`src/rtl/cpu_seq_ctrl.sv`:
```
// Instruction-cycle sequencer for the 8-bit training CPU: fetches two IR bytes, then runs 3 EXEC cycles.
// Optional single-step control is enabled with `define CPU_SEQ_SINGLE_STEP_EN.
module cpu_seq_ctrl (
  input  logic       clk,
  input  logic       rst,
  input  logic       run,
  input  logic [2:0] opcode,
  input  logic       zero,
`ifdef CPU_SEQ_SINGLE_STEP_EN
  input  logic       step_mode,
  input  logic       step,
`endif
  output logic       ir_ena,
  output logic       rd,
  output logic       wr,
  output logic       inc_pc,
  output logic       load_pc,
  output logic       load_acc,
  output logic       datactl_ena,
  output logic       addr_sel,
  output logic       halted,
  output logic [2:0] state
);

  typedef enum logic [2:0] {
    S_IDLE     = 3'd0,
    S_FETCH_HI = 3'd1,
    S_FETCH_LO = 3'd2,
    S_DECODE   = 3'd3,
    S_EXEC1    = 3'd4,
    S_EXEC2    = 3'd5,
    S_EXEC3    = 3'd6,
    S_HALTED   = 3'd7
  } state_t;

  typedef enum logic [2:0] {
    OP_HLT = 3'b000,
    OP_SKZ = 3'b001,
    OP_ADD = 3'b010,
    OP_AND = 3'b011,
    OP_XOR = 3'b100,
    OP_LDA = 3'b101,
    OP_STO = 3'b110,
    OP_JMP = 3'b111
  } op_t;

  state_t r_state;
  state_t w_next;
  op_t    w_op;
  logic   w_alu;
  logic   w_go_idle;
  logic   w_go_exec3;

  assign w_op  = op_t'(opcode);
  assign w_alu = (w_op == OP_ADD) || (w_op == OP_AND) ||
                 (w_op == OP_XOR) || (w_op == OP_LDA);

`ifdef CPU_SEQ_SINGLE_STEP_EN
  logic r_step_q;
  logic w_step_rise;

  always_ff @(posedge clk or negedge rst) begin
    if (!rst) r_step_q <= 1'b0;
    else      r_step_q <= step;
  end

  assign w_step_rise = step & ~r_step_q;
  assign w_go_idle   = run & (~step_mode | w_step_rise);
  assign w_go_exec3  = run & ~step_mode;
`else
  assign w_go_idle   = run;
  assign w_go_exec3  = run;
`endif

  always_ff @(posedge clk or negedge rst) begin
    if (!rst) r_state <= S_IDLE;
    else      r_state <= w_next;
  end

  always_comb begin
    w_next = r_state;
    case (r_state)
      S_IDLE:     w_next = w_go_idle ? S_FETCH_HI : S_IDLE;
      S_FETCH_HI: w_next = S_FETCH_LO;
      S_FETCH_LO: w_next = S_DECODE;
      S_DECODE:   w_next = (w_op == OP_HLT) ? S_HALTED : S_EXEC1;
      S_EXEC1:    w_next = S_EXEC2;
      S_EXEC2:    w_next = S_EXEC3;
      S_EXEC3:    w_next = w_go_exec3 ? S_FETCH_HI : S_IDLE;
      S_HALTED:   w_next = S_HALTED;
      default:    w_next = S_IDLE;
    endcase
  end

  // Moore outputs per state, qualified by opcode and (for SKZ) the zero flag.
  always_comb begin
    ir_ena      = 1'b0;
    rd          = 1'b0;
    wr          = 1'b0;
    inc_pc      = 1'b0;
    load_pc     = 1'b0;
    load_acc    = 1'b0;
    datactl_ena = 1'b0;
    addr_sel    = 1'b0;
    halted      = 1'b0;
    case (r_state)
      S_FETCH_HI, S_FETCH_LO: begin
        ir_ena = 1'b1;
        rd     = 1'b1;
        inc_pc = 1'b1;
      end
      S_EXEC1: begin
        if (w_alu) begin
          addr_sel = 1'b1;
          rd       = 1'b1;
        end else if (w_op == OP_STO) begin
          addr_sel    = 1'b1;
          datactl_ena = 1'b1;
        end else if (w_op == OP_JMP) begin
          load_pc = 1'b1;
        end
      end
      S_EXEC2: begin
        if (w_alu) begin
          addr_sel = 1'b1;
          rd       = 1'b1;
          load_acc = 1'b1;
        end else if (w_op == OP_STO) begin
          addr_sel    = 1'b1;
          datactl_ena = 1'b1;
          wr          = 1'b1;
        end else if (w_op == OP_SKZ && zero) begin
          inc_pc = 1'b1;
        end
      end
      S_EXEC3: begin
        if (w_op == OP_STO) begin
          addr_sel    = 1'b1;
          datactl_ena = 1'b1;
        end else if (w_op == OP_SKZ && zero) begin
          inc_pc = 1'b1;
        end
      end
      S_HALTED: halted = 1'b1;
      default: ;
    endcase
  end

  assign state = r_state;

endmodule

```
`config.mk`:
```
export PLATFORM = sky130hd
export DESIGN_NAME = cpu_seq_ctrl
export DESIGN_NICKNAME = d
export VERILOG_FILES = /design/src/rtl/cpu_seq_ctrl.sv
export SDC_FILE = /design/constraint.sdc
export NUM_CORES = 1
export LEC_CHECK = 0
export ABC_AREA = 1
export BUFFER_PORTS_ARGS = -buffer_cell sky130_fd_sc_hd__buf_2
export CAP_MARGIN = 20
export CORE_AREA = 2 2 39 41
export DETAILED_ROUTE_END_ITERATION = 16
export DIE_AREA = 0 0 41 43
export GPL_ROUTABILITY_DRIVEN = 0
export PLACE_DENSITY = 0.47
export SLEW_MARGIN = 5
export SYNTH_ARGS = -nofsm -noshare
export SYNTH_HDL_FRONTEND = slang
export SYNTH_SLANG_ARGS = --single-unit
```
`constraint.sdc`:
```
create_clock -name clk -period 1.2 [get_ports clk]
set_input_delay 0 -clock clk [delete_from_list [all_inputs] [get_ports clk]]
set_output_delay 0 -clock clk [all_outputs]
set_load 0.01 [all_outputs]
```
==> results_dict.tcl <==
set metrics [dict create \
    drt_drc_violations_left 0 \
    path_cells "nand2_4, inv_2, nor2_4, nand2_2, nand2_1, buf_2" \
    timing.final.crit_share_pct 94.56 \
    critical-path-max-stage-delay_ns 0.45 \
    core_area_mm2 0.001384 \
    fin_crit_ns 1.135 \
    worst_slack_ns 0.06526 \
    antenna_found_initial 0 \
    fmax_mhz 881.3 \
    syn_to_final_growth_pct 60.63 \
    final_antenna_net_count 0 \
    register_area_um2 77.57 \
    setup_viol 0 \
    syn_area_um2 276.5 \
    path_class "register to primary output" \
    dp_hpwl_um 557.4 \
    grt_max_degree 8 \
    grt_usage_pct 9.347 \
    fin_nets 80 \
    clk_latency_ns 0.23 \
    critPathBufInv 2 \
    htreeDepth 1 \
    io_pins 19 \
    end_kind "primary output" \
    worst_slew_pin_slew_ns 0.2276 \
    synthTopCellsByArea "dfrtp_1, nand2_1, nor2_1, nand3_1, inv_1" \
    pre_cts_ws_ns 0.2123 \
    cts_root_buf "clkbuf_4" \
    drt_iter0_drc 3 \
    clockBufferDepth 2 \
    max-slew-margin-rel_pct 84.83 \
    r2r-start "state[0]" \
    fp.dieH_um 43 \
    drt-vias-per-instance 4.023 \
    reg2regPathDepth 5 \
    grt_pass1_wl_um 1104 \
    multi_input_area_um2 175.2 \
    p_leak_nw 0.2864 \
    clk_pin_slew_ns 0.04 \
    total_power_mw 1.161 \
    fin_skew_ns 0.002169 \
    clockPowerShare_pct 15.3 \
    p_int_uw 595.3 \
    drive_above_1_share_pct 47.22 \
    synth_largest_area_cell "dfrtp_1" \
    cts.sinks 3 \
    drv_cap 0 \
    setup.worst_path.start_class "register" \
    synth_nets 55 \
    hp-class "input pin to asynchronous set/reset pin" \
    netSwitchingPower_uw 565.5 \
    drt_wl_total_um 714 \
    synth-warning-count 0 \
    row_count 14 \
    grt_pass1_vias 311 \
    slowest_stage "dfrtp_2" \
    drt_pre_antenna_iters 2 \
    powerDensity_mw_per_mm2 2613 \
    worstPathRequired_ns 1.20 \
    grt-ovfl-total 0 \
    seqPwrFrac_pct 23.4 \
    status "finished, final reports clean" \
    cp_data_arrival_time_ns 1.13 \
    dr_total_vias 354 \
    yosys_register_bits 3 \
    synthCells 48 \
    cpLargestDelayFamily "flip-flops" \
    finalHoldViolations 0 \
    fillerInstances 158 \
    vdd_drop_max_v 0.001091 \
    dieArea_mm2 0.001763 \
    cts_tree "yes" \
    ys_seq_area_share_pct 27.15 \
    start_util_pct 19.98 \
    cts_buffers 3 \
    switching_share_pct 48.72 \
    p_comb_share_pct 61.4 \
    setup_tns_ns 0 \
    crit_fanout 6 \
    synth_top_cell_area_share_pct 27.15 \
    ff2ff_setup_slack_ns 0.20 \
    syn_area_per_cell_um2 5.761 \
    port_buffers 18 \
    die_w_um 41 \
    timing.rr.end "state[0]" \
    holdWs_ns 0.08690 \
    synth_cell_types 12 \
    diodes 0 \
    grt_setup_unrepaired "true" \
    slew_violations 0 \
    avgRoutedWirePerCell_um 8.114 \
]
## stage by stage
step                      std cells  instance area (um^2)  util, %
after floorplan                  48                 276.5        -
after global placement           81                 375.4    27.12
after detailed placement         81                 375.4    27.12
after CTS                        87                 420.4    30.38
after global routing             88                 444.2    32.10
final                            88                 444.2    32.10
## power by group through the flow
stage          clock, mW  combinational [mW]  sequential [mW]
6_report           0.177               0.712            0.271
5_1_grt            0.203               0.799            0.281
4_1_cts            0.186               0.684            0.258
3_5_place_dp           0               0.644            0.263
3_3_place_gp           0               0.651            0.264
2_1_floorplan          0               0.467            0.248
## cells in the mapped netlist
master,number
buf_6,1
dfrtp_1,3
inv_1,5
inv_2,3
nand2_1,19
nand2_2,2
nand3_1,4
nand4_1,1
nor2_1,6
nor2_2,1
nor2_4,1
nor3_1,2
## cell families after synthesis
logic type | after synthesis | synth area share (%)
simple gates | 36 | 57.92
flops | 3 | 27.15
buf+inv | 9 | 14.93
## cell usage in the layout, fill, tap and decap left out, drive strengths merged
| cell type | n |
|---|---|
| nor2 | 8 |
| dlygate4sd3 | 1 |
| nand3 | 4 |
| buf | 20 |
| clkbuf | 4 |
| nand2 | 21 |
| nand4 | 1 |
| inv | 8 |
| nor3 | 2 |
| dfrtp | 3 |
## layout make-up
cell class,count,area share (%)
multi-input combinational,36,39.44
timing repair buffer,21,25.92
sequential,3,17.46
inverter,8,6.761
clock buffer,4,5.915
tap,16,4.507
## what timing repair did
action | in CTS | in global routing
buffers inserted | 1 | 1
hold buffers | 1 | 0
endpoints found under the setup margin | 3 | 5
gates resized for setup | 1 | 4
endpoints found under the hold margin | 3 | 0
pin swaps | 0 | 2
## routing by layer
metal | vias to the layer above | GRT usage [%] | share of wire (%) | wire length, um
met5 | - | 0 | 0 | 0
met4 | 0 | 8.000 | 0 | 0
met3 | 0 | 2.094 | 6.9 | 49
met2 | 11 | 13.44 | 48 | 340
met1 | 149 | 10.97 | 45 | 324
li1 | 194 | - | - | -
## how the worst max path moves through the flow
stage / from / to / slack (ns) / cells after the start
finish: state[0] / inc_pc / 0.07 / 6
global route: state[1] / wr / -0.04 / 4
CTS: state[0] / rd / 0.02 / 6
detailed placement: state[0] / rd / 0.21 / 6
global placement: state[0] / rd / 0.24 / 6
floorplan: state[0] / inc_pc / 0.29 / 6
No activity file was read; power rests on OpenSTA's default activity.
